## src/rtl/clock_divider_n_if.sv

```systemverilog
// Control/status bundle for clock_divider_n: run/load controls in, divided clock and pulses out.
interface clock_divider_n_if #(
   parameter int WIDTH = 8
);
   logic             enable;
   logic             load;
   logic [WIDTH-1:0] div_ratio;
   logic [WIDTH-1:0] high_cnt;
   logic             clockout;
   logic             tick;
   logic             ratio_ack;

   modport master (
      output enable, load, div_ratio, high_cnt,
      input  clockout, tick, ratio_ack
   );

   modport slave (
      input  enable, load, div_ratio, high_cnt,
      output clockout, tick, ratio_ack
   );
endinterface

```

## src/rtl/clock_divider_n.sv

```systemverilog
// Programmable integer clock divider with double-buffered ratio/high time applied at period boundaries.
// Optional CLKDIV_ODD50_EN adds a negedge flop giving exact 50% duty for odd N with H == (N-1)/2.
module clock_divider_n #(
   parameter int WIDTH       = 8,
   parameter int DEFAULT_DIV = 4
) (
   input  logic              clockin,
   input  logic              reset,
   clock_divider_n_if.slave  bus
);
   typedef enum logic {IDLE, RUN} state_t;

   state_t           state_reg, state_next;
   logic [WIDTH-1:0] cnt_reg, cnt_next;
   logic [WIDTH-1:0] n_act_reg, n_act_next;
   logic [WIDTH-1:0] h_act_reg, h_act_next;
   logic [WIDTH-1:0] n_sh_reg, n_sh_next;
   logic [WIDTH-1:0] h_sh_reg, h_sh_next;
   logic             pending_reg, pending_next;
   logic             pos_reg, pos_next;
   logic             tick_reg, tick_next;
   logic             ack_reg, ack_next;
   logic [WIDTH-1:0] n_clamp, h_clamp;
   logic             boundary;

   always_comb begin
      n_clamp = (bus.div_ratio < WIDTH'(2)) ? WIDTH'(2) : bus.div_ratio;
      if (bus.high_cnt == '0)
         h_clamp = WIDTH'(1);
      else if (bus.high_cnt >= n_clamp)
         h_clamp = n_clamp - 1'b1;
      else
         h_clamp = bus.high_cnt;
   end

   always_comb begin
      state_next   = state_reg;
      cnt_next     = cnt_reg;
      n_act_next   = n_act_reg;
      h_act_next   = h_act_reg;
      n_sh_next    = n_sh_reg;
      h_sh_next    = h_sh_reg;
      pending_next = pending_reg;
      pos_next     = 1'b0;
      tick_next    = 1'b0;
      ack_next     = 1'b0;
      boundary     = 1'b0;

      if (bus.load) begin
         n_sh_next    = n_clamp;
         h_sh_next    = h_clamp;
         pending_next = 1'b1;
      end

      case (state_reg)
         IDLE: begin
            cnt_next = '0;
            if (bus.enable) begin
               state_next = RUN;
               boundary   = 1'b1;
            end
         end
         RUN: begin
            if (!bus.enable) begin
               state_next = IDLE;
               cnt_next   = '0;
            end else begin
               cnt_next = (cnt_reg == n_act_reg - 1'b1) ? '0 : cnt_reg + 1'b1;
               boundary = (cnt_next == '0);
            end
         end
         default: begin
            state_next = IDLE;
            cnt_next   = '0;
         end
      endcase

      // A load landing on the boundary edge bypasses the shadow and takes effect at once.
      if (boundary) begin
         if (bus.load) begin
            n_act_next   = n_clamp;
            h_act_next   = h_clamp;
            pending_next = 1'b0;
            ack_next     = 1'b1;
         end else if (pending_reg) begin
            n_act_next   = n_sh_reg;
            h_act_next   = h_sh_reg;
            pending_next = 1'b0;
            ack_next     = 1'b1;
         end
      end

      if (state_next == RUN) begin
         pos_next  = (cnt_next < h_act_next);
         tick_next = (cnt_next == '0);
      end
   end

   always_ff @(posedge clockin or negedge reset) begin
      if (!reset) begin
         state_reg   <= IDLE;
         cnt_reg     <= '0;
         n_act_reg   <= WIDTH'(DEFAULT_DIV);
         h_act_reg   <= WIDTH'(DEFAULT_DIV / 2);
         n_sh_reg    <= WIDTH'(DEFAULT_DIV);
         h_sh_reg    <= WIDTH'(DEFAULT_DIV / 2);
         pending_reg <= 1'b0;
         pos_reg     <= 1'b0;
         tick_reg    <= 1'b0;
         ack_reg     <= 1'b0;
      end else begin
         state_reg   <= state_next;
         cnt_reg     <= cnt_next;
         n_act_reg   <= n_act_next;
         h_act_reg   <= h_act_next;
         n_sh_reg    <= n_sh_next;
         h_sh_reg    <= h_sh_next;
         pending_reg <= pending_next;
         pos_reg     <= pos_next;
         tick_reg    <= tick_next;
         ack_reg     <= ack_next;
      end
   end

   assign bus.tick      = tick_reg;
   assign bus.ratio_ack = ack_reg;

`ifdef CLKDIV_ODD50_EN
   logic neg_reg;
   logic odd50_sel;

   always_ff @(negedge clockin or negedge reset) begin
      if (!reset)
         neg_reg <= 1'b0;
      else
         neg_reg <= pos_reg;
   end

   // For odd N, (N-1)/2 == N>>1; the half-cycle stretch only applies while running.
   assign odd50_sel    = n_act_reg[0] && (h_act_reg == (n_act_reg >> 1)) && (state_reg == RUN);
   assign bus.clockout = pos_reg | (neg_reg & odd50_sel);
`else
   assign bus.clockout = pos_reg;
`endif
endmodule

```

## src/flat_wrapper.sv

```systemverilog
// flat-port wrapper written by rule: the top's interface ports become plain ports
module clock_divider_n_flat 
#(
   parameter int WIDTH       = 8,
   parameter int DEFAULT_DIV = 4
)
  (clockin, reset, bus_enable, bus_load, bus_div_ratio, bus_high_cnt, bus_clockout, bus_tick, bus_ratio_ack);
  clock_divider_n_if #(.WIDTH(WIDTH)) bus_i ();
  input  logic clockin;
  input  logic reset;
  input wire logic [$bits(bus_i.enable)-1:0] bus_enable;
  input wire logic [$bits(bus_i.load)-1:0] bus_load;
  input wire logic [$bits(bus_i.div_ratio)-1:0] bus_div_ratio;
  input wire logic [$bits(bus_i.high_cnt)-1:0] bus_high_cnt;
  output wire logic [$bits(bus_i.clockout)-1:0] bus_clockout;
  output wire logic [$bits(bus_i.tick)-1:0] bus_tick;
  output wire logic [$bits(bus_i.ratio_ack)-1:0] bus_ratio_ack;
  assign bus_i.enable = bus_enable;
  assign bus_i.load = bus_load;
  assign bus_i.div_ratio = bus_div_ratio;
  assign bus_i.high_cnt = bus_high_cnt;
  assign bus_clockout = bus_i.clockout;
  assign bus_tick = bus_i.tick;
  assign bus_ratio_ack = bus_i.ratio_ack;
  clock_divider_n #(.WIDTH(WIDTH), .DEFAULT_DIV(DEFAULT_DIV)) u_core (.clockin(clockin), .reset(reset), .bus(bus_i));
endmodule
```

## config.mk

```make
export PLATFORM = sky130hd
export DESIGN_NAME = clock_divider_n_flat
export DESIGN_NICKNAME = d
export VERILOG_FILES = /design/src/rtl/clock_divider_n_if.sv /design/src/rtl/clock_divider_n.sv /design/src/flat_wrapper.sv
export SDC_FILE = /design/constraint.sdc
export NUM_CORES = 1
export LEC_CHECK = 0
export BUFFER_PORTS_ARGS = -buffer_cell sky130_fd_sc_hd__buf_2
export CAP_MARGIN = 20
export CELL_PAD_IN_SITES_DETAIL_PLACEMENT = 2
export CELL_PAD_IN_SITES_GLOBAL_PLACEMENT = 2
export CORE_ASPECT_RATIO = 0.8
export CORE_MARGIN = 3
export CORE_UTILIZATION = 41
export DETAILED_ROUTE_END_ITERATION = 10
export PLACE_DENSITY_LB_ADDON = 0.1
export RECOVER_POWER = 25
export REMOVE_ABC_BUFFERS = 1
export SLEW_MARGIN = 20
export SYNTH_ARGS = -nofsm -noshare
export SYNTH_HDL_FRONTEND = slang
export SYNTH_SLANG_ARGS = --single-unit
export TNS_END_PERCENT = 5
```

## constraint.sdc

```tcl
create_clock -name clockin -period 12.1 [get_ports clockin]
set_input_delay 1.21 -clock clockin [delete_from_list [all_inputs] [get_ports clockin]]
set_output_delay 1.21 -clock clockin [all_outputs]
set_load 0.1 [all_outputs]
```

=== Word level (Yosys, flattened, before mapping) ===
Cells that the tools add are included.

* $add $sub $neg: 3
* Magnitude comparators: 3
* Equal/unequal tests: 1
* Muxes and demuxes: 23
* Bitwise operators: 1
* Reduce and logical (&&, ||, !) cells: 5

{| class="wikitable"
|+ Operator list
! kind !! number
|-
| 8-bit two-way mux || 10
|-
| 8-bit logical NOT || 3
|-
| 8-bit one-hot mux with 2 select lines || 1
|-
| 8-bit by 1-bit subtractor with 8-bit output (second input constant) || 2
|-
| 1-bit two-way mux || 11
|-
| 8-bit by 1-bit adder with 8-bit output (second input constant) || 1
|-
| 8-bit equality test || 1
|-
| 8-bit greater-or-equal comparator || 1
|-
| 8-bit by 2-bit < comparator with 1-bit output (second input constant) || 1
|-
| 8-bit < comparator || 1
|-
| 1-bit one-hot mux with 2 select lines || 1
|-
| 2-bit AND reduction || 1
|-
| 2-bit nonzero test || 1
|-
| 1-bit NOT || 1
|}

* Register bits after elaboration: 45
* Bits of input ports: 20
* Output and inout port bits: 3
* Logic and storage cells: 46

=== Logic depth before layout (Yosys ltp) ===
Gate-level depths: netlist of run 1.

* Depth in word-level cells: 9
* Depth in mapped cells: 20
* Gate-level depth less buffers: 19

=== Least setup slack after synthesis of run 1 ===
OpenSTA, ideal clock, no wires.

* Path type: input port to flip-flop
* Start point: input bus_div_ratio[2]
* End point: register u_core.pos_reg, in the netlist u_core.bus.clockout
* Library setup time: 0.078 ns
* Arrival: 4.775 ns
* Required time: 12.022 ns
* Setup slack: 7.247 ns
* Cell stages on the path: 19
* Buffers on the path: 1
* Cells stage by stage: or4_1 -> o41ai_1 -> inv_1 -> ha_1 -> nand2b_1 -> a211oi_1 -> nor3_1 -> o22a_1 -> buf_1 -> mux2i_1 -> nor3_1 -> a211oi_1 -> ha_1 -> a21oi_1 -> nor2b_1 -> o21ai_0 -> nand3b_1 -> nor3_1 -> o2bb2ai_1

* Longest elaborated chain between the ends: 9
* Elaborated cells on any way between the ends: 10
* Those cells by class: add/sub: 1; order compare: 3; mux: 6

{| class="wikitable"
|+ Ends and longest elaborated chain
! what !! RTL line !! RTL
|-
| from (decl) || flat_wrapper.sv:13 || <nowiki>input wire logic [$bits(bus_i.div_ratio)-1:0] bus_div_ratio;</nowiki>
|-
| 8-bit by 2-bit < comparator with 1-bit output * || clock_divider_n.sv:27 || <nowiki>n_clamp = (bus.div_ratio < WIDTH'(2)) ? WIDTH'(2) : bus.div_ratio;</nowiki>
|-
| 8-bit two-way mux * || clock_divider_n.sv:27 ||
|-
| named net u_core.n_clamp[0] || clock_divider_n.sv:23 || <nowiki>logic [WIDTH-1:0] n_clamp, h_clamp;</nowiki>
|-
| 8-bit by 1-bit subtractor with 8-bit output or 8-bit greater-or-equal comparator (tied branches) || clock_divider_n.sv:31, clock_divider_n.sv:30 ||
|-
| 8-bit two-way mux * || clock_divider_n.sv:30 || <nowiki>else if (bus.high_cnt >= n_clamp)</nowiki>
|-
| 8-bit two-way mux * || clock_divider_n.sv:28 || <nowiki>if (bus.high_cnt == '0)</nowiki>
|-
| 8-bit two-way mux * || clock_divider_n.sv:80 || <nowiki>if (bus.load) begin</nowiki>
|-
| 8-bit two-way mux * || clock_divider_n.sv:79 || <nowiki>if (boundary) begin</nowiki>
|-
| 8-bit < comparator * || clock_divider_n.sv:94 || <nowiki>pos_next = (cnt_next < h_act_next);</nowiki>
|-
| 1-bit two-way mux * || clock_divider_n.sv:93 || <nowiki>if (state_next == RUN) begin</nowiki>
|-
| named net u_core.pos_next || clock_divider_n.sv:20 || <nowiki>logic pos_reg, pos_next;</nowiki>
|-
| to (signal assigned) || clock_divider_n.sv:119 || <nowiki>pos_reg <= pos_next;</nowiki>
|-
| to (decl) || clock_divider_n.sv:20 ||
|}

The timed path passes the listed nets; every way through them passes the cells marked *.
A chain may end at the register's enable or synchronous reset.

=== Worst setup path after layout of run 1 ===
Same ends and word-level chain as after synthesis.

==> results by group, run 1 <==
Cells and area
  – Fin nets: 347
  – Layout area overhead: 8.76%
  – Inserted Diodes: 0
  – Layout fillers: 735
  – Register Area: 1130 sq um
  – Layout cells sized above 1: 18.7%
  – Multi-input gate area: 1590 sq um
  – Fin cells: 394

Synthesis
  – Synth top area share: 35.9%
  – Mean Syn Cell Area: 9.82 sq um
  – Seq/Total Area, Yosys: 39.6%
  – Synthesized cell area: 2860 sq um
  – Synth area leaders: dfrtp_1 36%, ha_1 7.9%, mux2_2 5.1%
  – Post-synth top area cell: dfrtp_1
  – Synth Register Bits: 45
  – EDFF count, synth: 0
  – Most common cell in the netlist: dfrtp_1
  – Post-synthesis cell count: 291
  – Warnings from Yosys: 0
  – Synth cell count leaders: 41 x dfrtp_1, 28 x nor2_1, 18 x ha_1
  – Post-synthesis cell type count: 59
  – Most used flip-flop cell after synthesis: dfrtp_1
  – Post-synth ARST share: 100%

Floorplanning
  – Die Y: 80.7 um
  – Die width: 99.3 um
  – Core footprint: 6570 sq um
  – Starting Density: 43.5%
  – Die area: 8010 sq um
  – Row count: 26
  – # IOs: 23

GRT
  – Gr ovfl total: 0
  – Global-route wire length before repair: 13400 um
  – GRT Overall Usage: 22.0%
  – Initial antenna violation count: 0
  – Vias in the first global route: 2543
  – Largest net degree at the start of global routing: 46

Timing
  – Setup TNS: 0 ps
  – Tightest Pin Transition: 2440 ps
  – Clock skew: 12.7 ps
  – Worst slew margin: -62.6%
  – Max Transition Viols Final: 46
  – # setup viols final: 0
  – Unrepaired setup endpoints after global routing: no
  – Hold Vio Cnt, Final: 0
  – Peak Freq: 186 MHz
  – Fin crit share: 44.4%
  – Post-layout min period: 5370 ps

Setup path
  – Delay-heaviest family, CP: compound AO/OA/AOI/OAI gates
  – Worst endpoint data arrival time: 5610 ps
  – R2R Path End: u_core.bus.clockout$_DFF_PN0_
  – Cell Chain, Critical Path: buf_2 > or4_1 > o41ai_1 > inv_1 > ha_1 > nand2b_1 > a211oi_1 > nor3_1 > o22a_1 > nor2_1 > a211oi_1 > a211oi_1 > ha_1 > nor2b_1 > o21ai_0 > nand3b_1 > nor3_1 > o2bb2ai_1
  – CP Class: input port to flip-flop
  – Register-to-Register Path Depth: 18
  – Cell mode on critical path: a211oi_1
  – Minimum setup slack among reg-to-reg paths: 7190 ps
  – Startpoint Class: input port
  – CP Buf/Inv Count: 2
  – Critical Path Sink: u_core.bus.clockout$_DFF_PN0_
  – Crit path max fanout: 13
  – Worst path required time: 12340 ps
  – Levels on crit path: 18
  – Setup crit end kind: flip-flop
  – CP max-delay cell: o41ai_1
  – FF-to-FF Start: u_core.n_act_reg[0]$_DFFE_PN0P_
  – Critical path startpoint: bus_div_ratio[2]
  – Largest stage delay, worst path: 620 ps

Clocking
  – Clock root buffer master: clkbuf_8
  – Clock sink total: 45
  – CTS Hold Bufs: 0
  – Post-CTS setup buffers: 0
  – Num CTS Buffers: 5
  – Clk pin slew, worst setup/hold paths: 90 ps
  – CTS tree: built
  – H-tree levels: 2
  – Clock Path Buffers: 2
  – Later-pin clock latency in the skew report: 310 ps
  – CTS-repair resized insts: 0

Outcome
  – Failing checks: max-capacitance violations, max-slew violations
  – Status: complete, but fails checks

Routing
  – Total wire length: 7990 um
  – DRC: 0
  – 1st-pass router iterations: 4
  – Remaining antenna violation count: 0
  – Vias per cell: 5.74
  – Number of DRC markers in iteration 0: 55
  – Routed WL per cell: 20.3 um
  – Total number of vias: 2262

Place
  – Placed Instances: 386
  – IO buf count: 22
  – Dpl hpwl: 6020 um
  – Routability Congestion: 0.779

Run
  – MaxCap Viol Count: 1

Power
  – Cell Pwr Density: 139 nW/um^2
  – VDD IR max: 59.8 uV
  – Leak: 1.34 nW

Hold path
  – Min-delay worst type: flip-flop to flip-flop
## per-stage QoR
| step | util (%) | cell area (sq um) | hold WS [ps] | setup WS (ps) | power, W |
|---|---|---|---|---|---|
| 4_1_cts | 47.3 | 3110 | 506 | 6720 | 0.000436 |
| 3_5_place_dp | 45.8 | 3010 | 472 | 6520 | 0.000333 |
| 5_1_grt | 47.3 | 3110 | 515 | 6350 | 0.000461 |
| 6_report | 47.3 | 3110 | 501 | 6730 | 0.000432 |
| 3_3_place_gp | 45.8 | 3010 | 463 | 6840 | 0.000323 |
| 2_1_floorplan | - | 2800 | 452 | 7320 | 0.000290 |
## final cells by class
class,instances,share of cell area (%)
multi-input combinational,216,51.3
timing repair buffer,22,3.46
clock buffer,6,2.66
tap,84,3.38
clock inverter,2,0.443
sequential,45,36.4
inverter,19,2.34
## per-layer routing
metal	global-route usage (%)	vias up	wire length, um
li1	-	1084	-
met1	29.7	1141	3930
met2	36.1	27	3720
met3	4.69	10	203
met4	5.05	0	131
met5	0	-	0
## logic make-up (layout without fill, tap and decap cells)
kind of cell / Yosys count / in the layout / synth area share, %
simple gates: 102 / 102 / 19.4
compound gates: 61 / 61 / 16.5
flops: 45 / 45 / 39.6
buf+inv: 30 / 49 / 4.60
xor+xnor: 19 / 19 / 5.83
fa+ha+maj: 18 / 18 / 7.88
mux: 16 / 16 / 6.18
## worst register-to-register path: stages (launching register included)
cell       delay [ps]
dfrtp_1           450
inv_1              90
ha_1              190
or3b_1            400
o31ai_1           380
a2111oi_4         130
o211ai_1          180
a31o_1            800
clkinv_2          450
nand3_1           200
a21oi_1           100
a211oi_1          260
ha_1              290
a21oi_1           150
nor2b_1            80
o21ai_0           270
nand3b_1          150
nor3_1            160
o2bb2ai_1         130
## worst min path at each step
| stage | cells after the start | slack [ps] | startpoint | to |
|---|---|---|---|---|
| after detailed placement | 1 | 470 | u_core.h_sh_reg[0]$_DFFE_PN0P_ | u_core.h_sh_reg[0]$_DFFE_PN0P_ |
| after CTS | 1 | 510 | u_core.n_sh_reg[4]$_DFFE_PN0P_ | u_core.n_sh_reg[4]$_DFFE_PN0P_ |
| final | 1 | 500 | u_core.n_sh_reg[4]$_DFFE_PN0P_ | u_core.n_sh_reg[4]$_DFFE_PN0P_ |
| after global routing | 1 | 520 | u_core.n_sh_reg[7]$_DFFE_PN0P_ | u_core.n_sh_reg[7]$_DFFE_PN0P_ |
| after floorplan | 1 | 450 | u_core.h_sh_reg[0]$_DFFE_PN0P_ | u_core.h_sh_reg[0]$_DFFE_PN0P_ |
| after global placement | 1 | 460 | u_core.h_sh_reg[0]$_DFFE_PN0P_ | u_core.h_sh_reg[0]$_DFFE_PN0P_ |
## where the power goes
| group | switching [W] | internal (W) |
|---|---|---|
| Combinational | 0.0000753 | 0.0000548 |
| Clock | 0.0000537 | 0.0000464 |
| Sequential | 0.0000250 | 0.000176 |
| Total | 0.000154 | 0.000277 |
## layout by cell type (no fill, tap or decap), types with 9 or more instances in the layout
cell type / n
dfrtp_1: 41
nor2_1: 28
buf_2: 20
ha_1: 18
inv_1: 17
xnor2_1: 16
nand2_1: 13
mux2_2: 13
nand3_1: 12
o21ai_0: 9
a211oi_1: 9
Note: power is estimated with default switching activity, not from simulation.
==> run 2, diff against run 1 <==
CORE_UTILIZATION = 39   (was 41)
clock period = 5.58 ns   (was 12.1 ns; I/O delays follow)
==> results by group, run 2 (same netlist as run 1, synthesis figures left out) <==
Cells and area
  – Layout cells sized above 1: 18.3%
  – Final Util: 44.4%
  – Final design area excluding fillers: 3110 sq um
  – Layout fillers: 784
  – Inserted Diodes: 0
  – Commonest non-fill, non-tap cells in the layout: 41 x dfrtp_1, 28 x nor2_1, 20 x buf_2
  – Fin nets: 348
  – Layout area overhead: 8.72%
  – Most common cell after layout, fill and taps aside: dfrtp_1

Setup path
  – Cell mode on critical path: nor3_1
  – CP max-delay cell: o41ai_1
  – Register-to-Register Path Depth: 18
  – Cell Chain, Critical Path: buf_2 > or4_1 > o41ai_1 > inv_1 > ha_1 > nand2b_1 > a211oi_1 > nor3_1 > o22a_1 > mux2i_1 > nor3_1 > a211oi_1 > ha_1 > a21oi_1 > nor2b_1 > o21ai_0 > nand3b_1 > nor3_1 > o2bb2ai_1
  – Critical Path Sink: u_core.bus.clockout$_DFF_PN0_
  – Delay-heaviest family, CP: compound AO/OA/AOI/OAI gates
  – Minimum setup slack among reg-to-reg paths: 1300 ps
  – R2R Path End: u_core.bus.clockout$_DFF_PN0_
  – Startpoint Class: input port
  – Setup crit end kind: flip-flop
  – FF-to-FF Start: u_core.n_act_reg[0]$_DFFE_PN0P_
  – Crit path max fanout: 13
  – Worst endpoint data arrival time: 4910 ps
  – Largest stage delay, worst path: 610 ps
  – CP Buf/Inv Count: 2
  – Levels on crit path: 19
  – Critical path startpoint: bus_div_ratio[2]
  – CP Class: input port to flip-flop
  – Worst path required time: 5820 ps

Timing
  – Setup TNS: 0 ps
  – Hold Vio Cnt, Final: 0
  – Post-route setup slack: 902 ps
  – Hold Slack: 419 ps
  – Worst slew margin: -63.3%
  – Max Transition Viols Final: 46
  – Unrepaired setup endpoints after global routing: no
  – Fin crit share: 83.8%
  – Peak Freq: 214 MHz
  – Post-layout min period: 4680 ps
  – # setup viols final: 0
  – Clock skew: 12.5 ps
  – Tightest Pin Transition: 2450 ps

GRT
  – Vias in the first global route: 2342
  – Gr ovfl total: 0
  – Largest net degree at the start of global routing: 46
  – Global-route wire length before repair: 12600 um
  – GRT Overall Usage: 19.7%
  – Initial antenna violation count: 0

Clocking
  – Post-CTS setup buffers: 0
  – Clock sink total: 45
  – CTS tree: built
  – Later-pin clock latency in the skew report: 300 ps
  – H-tree levels: 2
  – CTS Hold Bufs: 0
  – CTS-repair resized insts: 0
  – Clock Path Buffers: 2
  – Num CTS Buffers: 5
  – Clk pin slew, worst setup/hold paths: 90 ps
  – Clock root buffer master: clkbuf_8

Routing
  – Total number of vias: 2240
  – DRC: 0
  – 1st-pass router iterations: 4
  – Vias per cell: 5.63
  – Routed WL per cell: 19.3 um
  – Total wire length: 7670 um
  – Remaining antenna violation count: 0
  – Number of DRC markers in iteration 0: 46

Power
  – Cell Pwr Density: 295 nW/um^2
  – Leak: 1.34 nW
  – VDD IR max: 135 uV

Place
  – Post-DP Area: 3020 sq um
  – Dpl hpwl: 5980 um
  – Pre-CTS setup slack: 591 ps
  – Routability Congestion: 0.811
  – IO buf count: 22

Outcome
  – Failing checks: max-capacitance violations, max-slew violations
  – Status: complete, but fails checks

Floorplanning
  – # IOs: 23
  – Starting Density: 40.8%
  – Die width: 102 um
  – Die area: 8390 sq um
  – Core footprint: 6990 sq um
  – Row count: 27
  – Die Y: 82.5 um

Hold path
  – Min-delay worst type: input port to flip-flop

Run
  – MaxCap Viol Count: 1
[run 2: final cells by class]
class	instances	area, sq um	share of cell area [%]
multi-input cells	216	1590	51.3
repair buffers	23	115	3.71
clock buffers	7	76.3	2.46
flip-flops and latches	45	1130	36.4
inverters	19	72.6	2.34
clock inverters	1	7.51	0.242
well taps	87	109	3.51
[run 2: stage by stage]
| step | cells | power (W) |
|---|---|---|
| floorplan | 280 | 0.000628 |
| global placement | 390 | 0.000704 |
| detailed placement | 390 | 0.000721 |
| CTS | 398 | 0.000928 |
| global route | 398 | 0.000978 |
| finish | 398 | 0.000915 |
[run 2: worst min-delay path by stage]
stage / startpoint / endpoint / slack (ps) / cells past startpoint
global placement: u_core.h_sh_reg[0]$_DFFE_PN0P_ / u_core.h_sh_reg[0]$_DFFE_PN0P_ / 460 / 1
global route: bus_enable / u_core.state_reg$_DFF_PN0_ / 430 / 1
CTS: bus_enable / u_core.state_reg$_DFF_PN0_ / 400 / 1
detailed placement: u_core.h_sh_reg[5]$_DFFE_PN0P_ / u_core.h_sh_reg[5]$_DFFE_PN0P_ / 480 / 1
finish: bus_enable / u_core.state_reg$_DFF_PN0_ / 420 / 1
floorplan: reset / u_core.bus.clockout$_DFF_PN0_ / 260 / 0
[run 2: where the power goes]
part	switching (W)	internal, W	total [W]	leakage, nW
Sequential	0.0000516	0.000382	0.000434	0.542
Clock	0.000114	0.0000889	0.000203	0.0385
Combinational	0.000159	0.000119	0.000278	0.756
Total	0.000325	0.000590	0.000915	1.34
[run 2: metal layers]
metal,routed length [um],vias to the layer above,track usage (%)
li1,-,1082,-
met1,3830,1130,28.1
met2,3610,19,31.5
met3,163,9,2.94
met4,70,0,4.78
met5,0,-,0
[run 2: worst register-to-register path, cell delays in order (launching register included)]
cell       delay, ps
dfrtp_1          450
inv_1             90
ha_1             190
or3b_1           410
or4_4            520
a2111oi_4        360
o211ai_1         210
a31o_1           300
clkinv_2         180
nand3_1          110
a21oi_1          220
a211oi_1          80
ha_1             330
a21oi_1          130
nor2b_1           60
o21ai_0          190
nand3b_1         140
nor3_1           150
o2bb2ai_1        130
==> run 3, diff against run 2 <==
clock period = 4.9 ns   (was 5.58 ns; I/O delays follow)
==> results by group, run 3 (same netlist as run 1, synthesis figures left out) <==
GRT
  – Initial antenna violation count: 0
  – GRT Overall Usage: 19.6%
  – Vias in the first global route: 2409
  – Largest net degree at the start of global routing: 46
  – Gr ovfl total: 0
  – Global-route wire length before repair: 12600 um

Clocking
  – CTS-repair resized insts: 0
  – CTS Hold Bufs: 0
  – Clk pin slew, worst setup/hold paths: 100 ps
  – Clock root buffer master: clkbuf_8
  – Clock sink total: 45
  – CTS tree: built
  – Later-pin clock latency in the skew report: 300 ps
  – Clock Path Buffers: 2
  – Post-CTS setup buffers: 0
  – Num CTS Buffers: 5
  – H-tree levels: 2

Cells and area
  – Commonest non-fill, non-tap cells in the layout: 41 x dfrtp_1, 28 x nor2_1, 20 x buf_2
  – Register Area: 1130 sq um
  – Layout area overhead: 11.4%
  – Layout fillers: 761
  – Fin nets: 351
  – Most common cell after layout, fill and taps aside: dfrtp_1
  – Inserted Diodes: 0
  – Layout cells sized above 1: 19.7%
  – Multi-input gate area: 1590 sq um

Hold path
  – Min-delay worst type: input port to flip-flop

Timing
  – Fin crit share: 87.4%
  – Post-route setup slack: 617 ps
  – Post-layout min period: 4280 ps
  – Worst slew margin: -65.3%
  – Max Transition Viols Final: 46
  – Clock skew: 13.1 ps
  – # setup viols final: 0
  – Setup TNS: 0 ps
  – Unrepaired setup endpoints after global routing: no
  – Peak Freq: 234 MHz
  – Tightest Pin Transition: 2480 ps
  – Hold Vio Cnt, Final: 0

Floorplanning
  – Die Y: 82.5 um
  – # IOs: 23
  – Core footprint: 6990 sq um
  – Row count: 27
  – Die area: 8390 sq um
  – Starting Density: 40.8%
  – Die width: 102 um

Run
  – MaxCap Viol Count: 1

Outcome
  – Failing checks: max-capacitance violations, max-slew violations
  – Status: complete, but fails checks

Routing
  – Total wire length: 7560 um
  – Vias per cell: 5.73
  – Routed WL per cell: 18.9 um
  – Total number of vias: 2298
  – DRC: 0
  – Remaining antenna violation count: 0
  – 1st-pass router iterations: 4
  – Number of DRC markers in iteration 0: 56

Setup path
  – Startpoint Class: input port
  – Setup crit end kind: flip-flop
  – Crit path max fanout: 13
  – Worst path required time: 5140 ps
  – Worst endpoint data arrival time: 4520 ps
  – CP Class: input port to flip-flop

Power
  – Leak: 1.38 nW
  – VDD IR max: 160 uV
  – Cell Pwr Density: 362 nW/um^2

Place
  – Routability Congestion: 0.828
  – Dpl hpwl: 5850 um
  – IO buf count: 22
  – Pre-CTS setup slack: 343 ps
## run 3: per-layer routing
layer	up-vias	track usage (%)	part of all wire (%)
li1	1092	-	-
met1	1184	28.8	51
met2	18	31.1	46
met3	4	3.02	1.9
met4	0	3.19	0.46
met5	-	0	0
## run 3: final cells by class
class / count / share of cell area [%]
multi-input cells: 216 / 50.1
clock inverters: 3 / 2.16
repair buffers: 26 / 4.33
clock buffers: 5 / 2.16
flip-flops and latches: 45 / 35.5
well taps: 87 / 3.42
inverters: 19 / 2.28
## run 3: report_power, final
group / leakage, nW / internal, W / switching (W) / total (W)
Combinational: 0.771 / 0.000138 / 0.000179 / 0.000317
Clock: 0.0687 / 0.000205 / 0.000136 / 0.000342
Sequential: 0.542 / 0.000435 / 0.0000599 / 0.000495
Total: 1.38 / 0.000778 / 0.000375 / 0.00115
## run 3: path summary, 6_finish.rpt
path	startpoint	endpoint	slack, ps	depth (start not counted)
hold / removal	bus_enable	u_core.state_reg$_DFF_PN0_	360	1
min in group asynchronous	reset	u_core.h_act_reg[7]$_DFF_PN0_	940	1
max in group asynchronous	reset	u_core.n_act_reg[3]$_DFFE_PN0P_	2540	1
hold reg to reg	u_core.h_sh_reg[0]$_DFFE_PN0P_	u_core.h_sh_reg[0]$_DFFE_PN0P_	500	1
setup / recovery	bus_div_ratio[2]	u_core.bus.clockout$_DFF_PN0_	620	19
setup reg to reg	u_core.n_act_reg[0]$_DFFE_PN0P_	u_core.bus.clockout$_DFF_PN0_	670	18
## run 3: critical path: stages
cell and delay [ps]:
buf_2 140, or4_1 570, o41ai_1 410, inv_1 90
ha_1 280, nand2b_1 90, a211oi_1 70, nor3_1 170
o22a_1 510, mux2i_1 320, nor3_1 90, a211oi_1 210
ha_1 280, a21oi_1 140, nor2b_1 60, o21ai_0 150
nand3b_1 130, nor3_1 170, o2bb2ai_1 140
## run 3: metrics by stage
step	cell area [sq um]	std cells	total power, W	util, %	hold slack (ps)
2_1_floorplan	2800	280	0.000716	-	194
3_3_place_gp	3050	393	0.000804	43.6	462
3_5_place_dp	3050	393	0.000823	43.6	485
4_1_cts	3180	401	0.00117	45.5	329
5_1_grt	3180	401	0.00123	45.5	351
6_report	3180	401	0.00115	45.5	357
